### config.mk
export PLATFORM = sky130hd
export DESIGN_NAME = mem_lsu
export DESIGN_NICKNAME = d
export VERILOG_FILES = /design/src/rtl/mem_lsu.sv
export SDC_FILE = /design/constraint.sdc
export NUM_CORES = 1
export LEC_CHECK = 0
export ABC_AREA = 1
export CAP_MARGIN = 5
export CORE_MARGIN = 2
export CORE_UTILIZATION = 44
export CTS_CLUSTER_SIZE = 10
export DETAILED_ROUTE_END_ITERATION = 10
export GPL_TIMING_DRIVEN = 1
export PLACE_DENSITY = 0.8
export SYNTH_ARGS = -nofsm -noshare
export SYNTH_HDL_FRONTEND = slang
export SYNTH_SLANG_ARGS = --single-unit
### constraint.sdc
create_clock -name clk -period 1.82 [get_ports clk]
set_input_delay 0.364 -clock clk [delete_from_list [all_inputs] [get_ports clk]]
set_output_delay 0.364 -clock clk [all_outputs]
set_load 0.01 [all_outputs]
### src/rtl/mem_lsu.sv
// MEM-stage load/store unit: one outstanding data-memory transaction, byte-lane store formatting, load alignment/extension.
// Optional LSU_MISALIGN_TRAP_EN: trap misaligned H/W accesses instead of forcing them to natural alignment.
module mem_lsu (
    input  logic        clk,
    input  logic        rst,
    input  logic        req_valid,
    output logic        req_ready,
    input  logic        req_is_store,
    input  logic [2:0]  req_funct3,
    input  logic [31:0] req_addr,
    input  logic [31:0] req_wdata,
    input  logic [4:0]  req_rd,
    output logic        dm_req,
    output logic [3:0]  dm_we,
    output logic [31:0] dm_addr,
    output logic [31:0] dm_wdata,
    input  logic        dm_gnt,
    input  logic        dm_rvalid,
    input  logic [31:0] dm_rdata,
    output logic        wb_valid,
    output logic        wb_we,
    output logic [4:0]  wb_rd,
    output logic [31:0] wb_data,
    output logic        st_done,
    output logic        misalign
);

    localparam logic [1:0] IDLE = 2'd0;
    localparam logic [1:0] REQ  = 2'd1;
    localparam logic [1:0] WAIT = 2'd2;

    localparam logic [1:0] SZ_B = 2'd0;
    localparam logic [1:0] SZ_H = 2'd1;
    localparam logic [1:0] SZ_W = 2'd2;

    function automatic logic [1:0] size_of(input logic [2:0] f3);
        case (f3)
            3'b000, 3'b100: size_of = SZ_B;
            3'b001, 3'b101: size_of = SZ_H;
            default:        size_of = SZ_W;
        endcase
    endfunction

    logic [1:0]  state;
    logic        is_store_q;
    logic [2:0]  funct3_q;
    logic [31:0] addr_q;
    logic [31:0] wdata_q;
    logic [4:0]  rd_q;
    logic        wb_valid_q;
    logic [4:0]  wb_rd_q;
    logic [31:0] wb_data_q;
    logic        accept_ok;

    logic [1:0]  size_q;
    logic [1:0]  off;
    logic [3:0]  strobe;
    logic [31:0] lane_data;
    logic [31:0] shifted;
    logic [31:0] load_ext;

    assign size_q = size_of(funct3_q);

    // Misaligned H/W offsets collapse to natural alignment in the default build
    always_comb begin
        case (size_q)
            SZ_B:    off = addr_q[1:0];
            SZ_H:    off = {addr_q[1], 1'b0};
            default: off = 2'b00;
        endcase
    end

    always_comb begin
        case (size_q)
            SZ_B: begin
                strobe    = 4'b0001 << off;
                lane_data = {4{wdata_q[7:0]}};
            end
            SZ_H: begin
                strobe    = 4'b0011 << off;
                lane_data = {2{wdata_q[15:0]}};
            end
            default: begin
                strobe    = 4'b1111;
                lane_data = wdata_q;
            end
        endcase
    end

    always_comb begin
        shifted = dm_rdata >> {off, 3'b000};
        case (funct3_q)
            3'b000:  load_ext = {{24{shifted[7]}}, shifted[7:0]};
            3'b001:  load_ext = {{16{shifted[15]}}, shifted[15:0]};
            3'b100:  load_ext = {24'd0, shifted[7:0]};
            3'b101:  load_ext = {16'd0, shifted[15:0]};
            default: load_ext = shifted;
        endcase
    end

`ifdef LSU_MISALIGN_TRAP_EN
    logic [1:0] req_size;
    logic       req_misaligned;
    logic       misalign_q;

    assign req_size       = size_of(req_funct3);
    assign req_misaligned = (req_size == SZ_H && req_addr[0]) ||
                            (req_size == SZ_W && req_addr[1:0] != 2'b00);
    assign accept_ok      = !req_misaligned;
    assign misalign       = misalign_q;

    always_ff @(posedge clk or negedge rst) begin
        if (!rst)
            misalign_q <= 1'b0;
        else
            misalign_q <= (state == IDLE) && req_valid && req_misaligned;
    end
`else
    assign accept_ok = 1'b1;
    assign misalign  = 1'b0;
`endif

    always_ff @(posedge clk or negedge rst) begin
        if (!rst) begin
            state      <= IDLE;
            is_store_q <= 1'b0;
            funct3_q   <= 3'b000;
            addr_q     <= '0;
            wdata_q    <= '0;
            rd_q       <= '0;
            wb_valid_q <= 1'b0;
            wb_rd_q    <= '0;
            wb_data_q  <= '0;
        end else begin
            wb_valid_q <= 1'b0;
            case (state)
                IDLE: begin
                    if (req_valid) begin
                        is_store_q <= req_is_store;
                        funct3_q   <= req_funct3;
                        addr_q     <= req_addr;
                        wdata_q    <= req_wdata;
                        rd_q       <= req_rd;
                        if (accept_ok)
                            state <= REQ;
                    end
                end
                REQ: begin
                    if (dm_gnt)
                        state <= is_store_q ? IDLE : WAIT;
                end
                WAIT: begin
                    if (dm_rvalid) begin
                        wb_valid_q <= 1'b1;
                        wb_rd_q    <= rd_q;
                        wb_data_q  <= load_ext;
                        state      <= IDLE;
                    end
                end
                default: state <= IDLE;
            endcase
        end
    end

    assign req_ready = (state == IDLE);
    assign dm_req    = (state == REQ);
    assign dm_addr   = dm_req ? {addr_q[31:2], 2'b00} : '0;
    assign dm_we     = (dm_req && is_store_q) ? strobe : 4'b0000;
    assign dm_wdata  = (dm_req && is_store_q) ? lane_data : '0;
    assign st_done   = dm_req && is_store_q && dm_gnt;
    assign wb_valid  = wb_valid_q;
    assign wb_rd     = wb_rd_q;
    assign wb_data   = wb_data_q;
    assign wb_we     = wb_valid_q && (wb_rd_q != 5'd0);

endmodule

-- After elaboration in Yosys (flattened, before gate mapping)
Cells that the tools add are included.
- reduce and logical (&&, ||, !) cells: 12
- shift operators: 3
- eq/ne operators: 9
- multiplexer cells: 15
- operators with widths (operator ; count):
    32-bit one-hot mux with 4 select lines ; 1
    32-bit two-way mux ; 2
    32-bit one-hot mux with 2 select lines ; 1
    32-bit by 5-bit right shift with 32-bit output ; 1
    2-bit two-way mux ; 4
    2-bit one-hot mux with 2 select lines ; 2
    4-bit one-hot mux with 2 select lines ; 1
    3-bit == test (second input constant) ; 2
    2-bit one-hot mux with 3 select lines ; 1
    5-bit nonzero test ; 1
    2-bit by 1-bit == test with 1-bit output (second input constant) ; 2
    2-bit zero test ; 2
    4-bit two-way mux ; 1
    2-bit inequality test (second input constant) ; 2
    2-bit AND reduction ; 2
    2-bit OR reduction ; 2
    1-bit by 2-bit << shifter with 4-bit output (first input constant) ; 1
    2-bit by 2-bit << shifter with 4-bit output (first input constant) ; 1
    3-bit by 1-bit == test with 1-bit output (second input constant) ; 1
    1-bit logical AND ; 3
    3-bit zero test ; 1
    3-bit AND reduction ; 1
    2-bit == test (second input constant) ; 1
    1-bit two-way mux ; 2
    2-bit by 1-bit inequality test with 1-bit output (second input constant) ; 1
- logic and storage cells: 48
- input port bits: 110
- output and inout port bits: 111
- register bits after elaboration: 113

-- Longest topological paths before layout
Gate-level depths: netlist of the first run.
- depth after elaboration: 8
- gate-level depth with buffers: 12
- mapped depth without buffers: 9

-- Worst setup path after synthesis of the first run
No wires, ideal clock.
- path kind: register to output
- from: register state[1]
- to: output port dm_we[1]
- stages on the path, launching flop included: 7
- path buffers: 1
- path slack: 55 ps
- arrival: 1401 ps
- required time: 1456 ps
- cell sequence: dfrtp_1 > inv_1 > nand2_1 > nor2_1 > inv_1 > buf_2 > a211oi_1
- cells in the longest elaborated chain, start to end: 3
- ends and longest elaborated chain (what ; line ; RTL):
    start: declaration ; 44 ; logic [1:0] state;
    start signal: assignment ; 150 ; state <= is_store_q ? IDLE : WAIT;
    2-bit by 1-bit == test with 1-bit output ; 166 ; assign dm_req = (state == REQ);
    1-bit logical AND ; 168 ; assign dm_we = (dm_req && is_store_q) ? strobe : 4'b0000;
    4-bit two-way mux ; 168 ;
    end: declaration ; 14 ; output logic [3:0] dm_we,
Every way passes these cells.

-- Worst setup path in the final report of the first run
- from: register funct3_q[1]
- to: output port dm_wdata[10]
- cells in the longest elaborated chain, start to end: 6
- elaborated cells between the ends (all ways): 11
- classes of those cells: eq/ne (4); mux (3); reduce/logical (4)
- ends and longest elaborated chain (what ; line ; RTL):
    start: declaration ; 46 ; logic [2:0] funct3_q;
    start signal: assignment ; 140 ; funct3_q <= req_funct3;
    3-bit == test, or another cell as far along ; 37 ; case (f3)
    2-bit OR reduction ; 37 ;
    2-bit one-hot mux with 2 select lines (*) ; 37 ;
    2-bit by 1-bit == test with 1-bit output / 2-bit zero test (equally long branches) ; 74 ; case (size_q)
    32-bit one-hot mux with 2 select lines (*) ; 74 ;
    32-bit two-way mux (*) ; 169 ; assign dm_wdata = (dm_req && is_store_q) ? lane_data : '0;
    end: declaration ; 16 ; output logic [31:0] dm_wdata,
Mark *: on every way between the ends. The rest lies on a longest branch, timed or not.

==> results of run 1 <==
[metal layers]
| metal | global-route usage [%] | vias up | share of wire (%) |
|---|---|---|---|
| met2 | 40.2 | 283 | 48 |
| li1 | - | 2730 | - |
| met3 | 10.6 | 61 | 9.0 |
| met5 | 0 | - | 0 |
| met4 | 12.0 | 0 | 3.9 |
| met1 | 31.7 | 2660 | 39 |
[state kept, by name (all words and copies together) (netlist names)]
name / flops
wb_rd: 5
wb_valid: 1
rd_q: 5
is_store_q: 1
funct3_q: 3
wb_data: 32
wdata_q: 32
addr_q: 32
state: 2
[how the worst max path moves through the flow]
stage	from	to	slack, ps	depth (start not counted)
2_1_floorplan	state[1]	dm_we[1]	50	6
3_3_place_gp	state[1]	dm_we[3]	-160	7
3_5_place_dp	state[1]	dm_wdata[16]	-180	7
4_1_cts	state[1]	dm_wdata[10]	-150	7
5_1_grt	state[1]	dm_we[3]	-250	7
6_report	funct3_q[1]	dm_wdata[10]	-150	5
[per-stage QoR]
stage	setup TNS, ps	std cells	utilization, %
global route	-9820	1135	71.7
CTS	-5270	1129	70.3
floorplan	0	714	-
detailed placement	-5020	1095	65.4
global placement	-3720	1095	65.4
finish	-3350	1135	71.7
[synth_stat cells]
cell and n:
a21boi_1 1, inv_2 3, o22ai_1 9, o21ai_0 22
o21a_1 5, a211oi_1 1, nor2_8 1, o41ai_1 1
nor2_1 121, inv_1 97, buf_6 6, nand2_2 1
clkbuf_1 16, o21ai_1 6, nand3_1 57, nor2_2 1
o32ai_1 1, nand2_1 93, buf_2 17, buf_4 6
nand3b_1 4, conb_1 1, nand3_2 2, mux2_2 27
nor3_1 3, a21oi_1 72, nand2_4 2, dfrtp_1 113
buf_1 1, or2_2 20, a2bb2oi_1 2
[cell type report]
cell class	instances	area (sq um)
fill	986	3580
sequential	113	2830
tap	172	215
inverter	100	383
clock inverter	11	178
clock buffer	21	470
multi-input combinational	457	2500
timing repair buffer	261	2500
[critical path, stage by stage (launching register included)]
cell and delay [ps]:
dfrtp_2 480, nor2_8 190, buf_4 170, nor2_1 60
nor2_1 140, buf_2 160
[what timing repair did]
item | in CTS | in global routing
setup buffers | 2 | 3
cloned | 0 | 4
gates resized for setup | 293 | 30
pin swaps | 7 | 12
setup endpoints to repair | 87 | 91
[report_power, final]
group | leakage (nW) | switching [mW] | internal [mW]
combinational | 2.90 | 4.51 | 4.09
clock | 0.306 | 1.18 | 2.41
sequential | 1.29 | 0.782 | 3.76
[cell usage in the layout (no fill, tap or decap), drive strengths merged, types with 4 or more instances in the layout]
cell type / instances
buf: 85
or2: 20
dfrtp: 113
o21ai: 28
mux2: 27
nand2: 96
inv: 101
nand3: 61
clkdlybuf4s50: 142
o22ai: 9
clkbuf: 23
nand3b: 4
a21oi: 72
bufinv: 4
nor2: 123
clkdlybuf4s15: 27
o21a: 5
[kinds of logic (layout without fill, tap and decap cells)]
family	count (synthesis)	in the layout
mux	27	27
buf+inv	146	393
flops	113	113
other cells	1	3
simple gates	305	307
compound gates	120	120
==> results.ini, run 1 <==
[outcome]
status=finished, violations left
violations=negative setup slack

[critical_path]
crit_fanout=6
critPathArrivalTime_ps=1610
end_kind=output pin
required_ps=1460
critical_path_class=flip-flop to output pin
r2r_start=funct3_q[1]
worstSetupStartpointType=flip-flop
critical_path.reg2reg.endpoint=wb_data[14]
r2r_cells=10
r2r_slack_ps=70

[clocking]
hold_buffers=0
worstSkewPairLatency_ps=410
cts_buffer_depth=2
cts_tree=done
cts-root-buf=clkbuf_16
numCtsBuffers=17
clk_pin_slew_ps=50
htree_levels=4
clock_sinks=113

[timing]
setup_viol=62
rsz0062_at_grt=yes
hold_slack_ps=3.46
slew_headroom_pct=58.7
slew_viol_final=0
fin_ws_ps=-150
skew_ps=8.92
period_needed_ps=1970
fmax_mhz=508
final-hold-violation-count=0
tightest_slew_ps=620
period_share_pct=108

[detailed_routing]
postRouteAntennaNets=0
firstDrtPassIters=5
viasPerCell=5.05
drt_iter0_markers=548
finalWirelength_um=18000
drc=0
wire_per_inst_um=15.8
vias=5734

[logic_synthesis]
synth_top_cell_by_area=dfrtp_1
synth-simple-area-share_pct=23.2
synth.avg_cell_area_sq_um=8.08
netlist_area_sq_um=5750
synth_top_family_by_area=simple AND/OR/NAND/NOR gates
synthMuxAreaShare_pct=5.29
synth_top_area_share_pct=49.2
ys_seq_elements=113
yosys_warnings=0
yosysSeqAreaShare_pct=49.2
syn_inst=712
synthDistinctLibCells=31
synth-xor-area-share_pct=0
synth_compound_area_share_pct=11.2
synthAdderAreaFrac_pct=0
synthTopCellsByArea=dfrtp_1 (49%), nor2_1 (7.9%), inv_1 (6.3%)

[floorplan]
die_h_um=118
pin_count=221
core_sq_um=12700
die_x_um=118
initial_core_util_pct=45.4
dieArea_sq_um=14000
num_rows=41

[placement]
hpwl_um=12400
detailedPlace.worstSlack_ps=-178
place_area_sq_um=8290
io_buffers=217
place.gp.congestion=0.856

[cells_and_area]
final_layout_size_suffix_gt1_share_pct=25.6
fin_area_sq_um=9090
n_antenna_cell=0
area_delta_synth_final_pct=58.0
nNetsFinal=1060

[global_route]
grt_max_degree=114
grt_pass1_wl_um=28800
grt_pass1_vias=5597
grtUsageTotal_pct=26.0
grt_overflow=0
antenna_found_initial=0

[power_and_ir_drop]
power.density_nw_per_um2=1840
p_leak_nw=4.50
p_total_mw=16.7
vdd_drop_max_v=0.00109

[run]
drv_cap=0

[worst_hold_path]
holdCritPathClass=input pin to asynchronous set/reset pin

No activity file was read; power rests on OpenSTA's default activity.
==> run 2, diff against run 1 <==
--- a/config.mk
+++ b/config.mk
@@ -12,6 +12,7 @@
 export CTS_CLUSTER_SIZE = 10
 export DETAILED_ROUTE_END_ITERATION = 10
 export GPL_TIMING_DRIVEN = 1
+export MAX_ROUTING_LAYER = met4
 export PLACE_DENSITY = 0.8
 export SYNTH_ARGS = -nofsm -noshare
 export SYNTH_HDL_FRONTEND = slang
==> constraint.sdc (replaced) <==
create_clock -name clk -period 1.82 [get_ports clk]
set_input_delay 0.364 -clock clk [delete_from_list [all_inputs] [get_ports clk]]
set_output_delay 0.364 -clock clk [all_outputs]
set_load 0.02 [all_outputs]
==> results.ini, run 2 (same netlist as run 1, synthesis figures left out) <==
[power_and_ir_drop]
vdd_drop_max_v=0.00119
power.density_nw_per_um2=1980
p_leak_nw=4.61

[clocking]
worstSkewPairLatency_ps=410
cts-root-buf=clkbuf_16
cts_buffer_depth=2
cts_tree=done
numCtsBuffers=17
clk_pin_slew_ps=50
clock_sinks=113
htree_levels=4

[placement]
place.gp.congestion=0.937
place_area_sq_um=8390
detailedPlace.worstSlack_ps=-323
hpwl_um=12700
io_buffers=217

[timing]
slew_viol_final=0
final-hold-violation-count=0
fin_ws_ps=-208
setup_viol=38
fmax_mhz=493
period_share_pct=111
period_needed_ps=2030
skew_ps=6.19
rsz0062_at_grt=yes
tns_ps=-5160

[cells_and_area]
area_delta_synth_final_pct=62.2
fin_area_sq_um=9330
mostFrequentLayoutCells=clkdlybuf4s50_1 (141), dfrtp_1 (111), nor2_1 (107), inv_1 (95), nand2_1 (91)
n_antenna_cell=0
num-fill-cells=921
nNetsFinal=1069
final_layout_size_suffix_gt1_share_pct=26.2
final_common_cell=clkdlybuf4s50_1

[floorplan]
initial_core_util_pct=45.4
core_sq_um=12700
dieArea_sq_um=14000
die_x_um=118
num_rows=41
die_h_um=118
pin_count=221

[detailed_routing]
finalWirelength_um=19000
firstDrtPassIters=5
drc=0
postRouteAntennaNets=0
wire_per_inst_um=16.6
drt_iter0_markers=587
vias=5913
viasPerCell=5.17

[critical_path]
critPathArrivalTime_ps=1660
worstSetupStartpointType=flip-flop
endpoint=dm_wdata[27]
crit_fanout=6
r2r_cells=9
r2r_slack_ps=60
cp_num_buf_inv=4
required_ps=1460
end_kind=output pin
r2r_start=state[1]
critical_path_class=flip-flop to output pin
cpPeakStageDelay_ps=380
cp_top_family=buffers and inverters
critical_path.reg2reg.endpoint=wdata_q[16]
cp_slowest_cell=dfrtp_1
cp.depth=8
cp_cell_sequence=inv_2 > nand2_4 > nor2_4 > buf_6 > buf_12 > o21ai_1 > nor2_1 > buf_4
startpoint=state[1]

[global_route]
grt_max_degree=41
grt_pass1_wl_um=29300
grt_pass1_vias=5794
grtUsageTotal_pct=26.9
grt_overflow=0
antenna_found_initial=0

[outcome]
status=finished, violations left
violations=negative setup slack

[run]
drv_cap=0

[worst_hold_path]
holdCritPathClass=input pin to asynchronous set/reset pin

==> run 2: cell type report <==
class / count / area (sq um) / area share (%)
clock buffers: 21 / 460 / 4.94
inverters: 100 / 385 / 4.13
multi-input cells: 456 / 2600 / 27.9
repair buffers: 271 / 2700 / 28.9
flip-flops and latches: 113 / 2830 / 30.4
clock inverters: 11 / 136 / 1.46
well taps: 172 / 215 / 2.31
==> run 2: how the worst min path moves through the flow <==
| stage | startpoint | endpoint | slack [ps] |
|---|---|---|---|
| 5_1_grt | rst | addr_q[19] | 460 |
| 2_1_floorplan | rst | addr_q[0] | 70 |
| 4_1_cts | rst | wb_rd[3] | 430 |
| 3_5_place_dp | rst | addr_q[18] | 330 |
| 3_3_place_gp | rst | addr_q[18] | 330 |
| 6_report | rst | addr_q[19] | 430 |
==> run 2: power by group <==
part / switching (mW) / total [mW] / internal (mW)
registers: 0.786 / 4.55 / 3.76
logic: 5.84 / 10.5 / 4.68
clock network: 1.15 / 3.35 / 2.21
total: 7.78 / 18.4 / 10.7
==> run 2: stage by stage <==
step                std cells  utilization [%]  hold WS (ps)  power, mW
detailed placement       1101             66.2           332       14.1
floorplan                 714                -          68.4       9.71
global route             1144             73.6           464       19.4
finish                   1144             73.6           431       18.4
CTS                      1136             70.1           434       17.3
global placement         1101             66.2           333       13.9
==> run 2: repair_timing <==
action,CTS,global route
pin swaps,10,12
endpoints found under the setup margin,93,120
setup buffers,3,3
cloned,0,5
hold endpoints to repair,27,0
resized for setup,363,82
hold buffers,1,0
==> run 2: metal layers <==
| metal | global-route usage, % | up-vias | wire length (um) |
|---|---|---|---|
| li1 | - | 2754 | - |
| met1 | 32.8 | 2825 | 7520 |
| met2 | 42.6 | 296 | 9400 |
| met3 | 8.54 | 38 | 1700 |
| met4 | 8.89 | 0 | 411 |
| met5 | - | - | 0 |
==> run 3, diff against run 2 <==
--- a/config.mk
+++ b/config.mk
@@ -11,7 +11,6 @@
 export CORE_UTILIZATION = 44
 export CTS_CLUSTER_SIZE = 10
 export DETAILED_ROUTE_END_ITERATION = 10
-export GPL_TIMING_DRIVEN = 1
 export MAX_ROUTING_LAYER = met4
 export PLACE_DENSITY = 0.8
 export SYNTH_ARGS = -nofsm -noshare
==> results of run 3 <==
Final layout, timing and power as in run 2 (identical DEF).
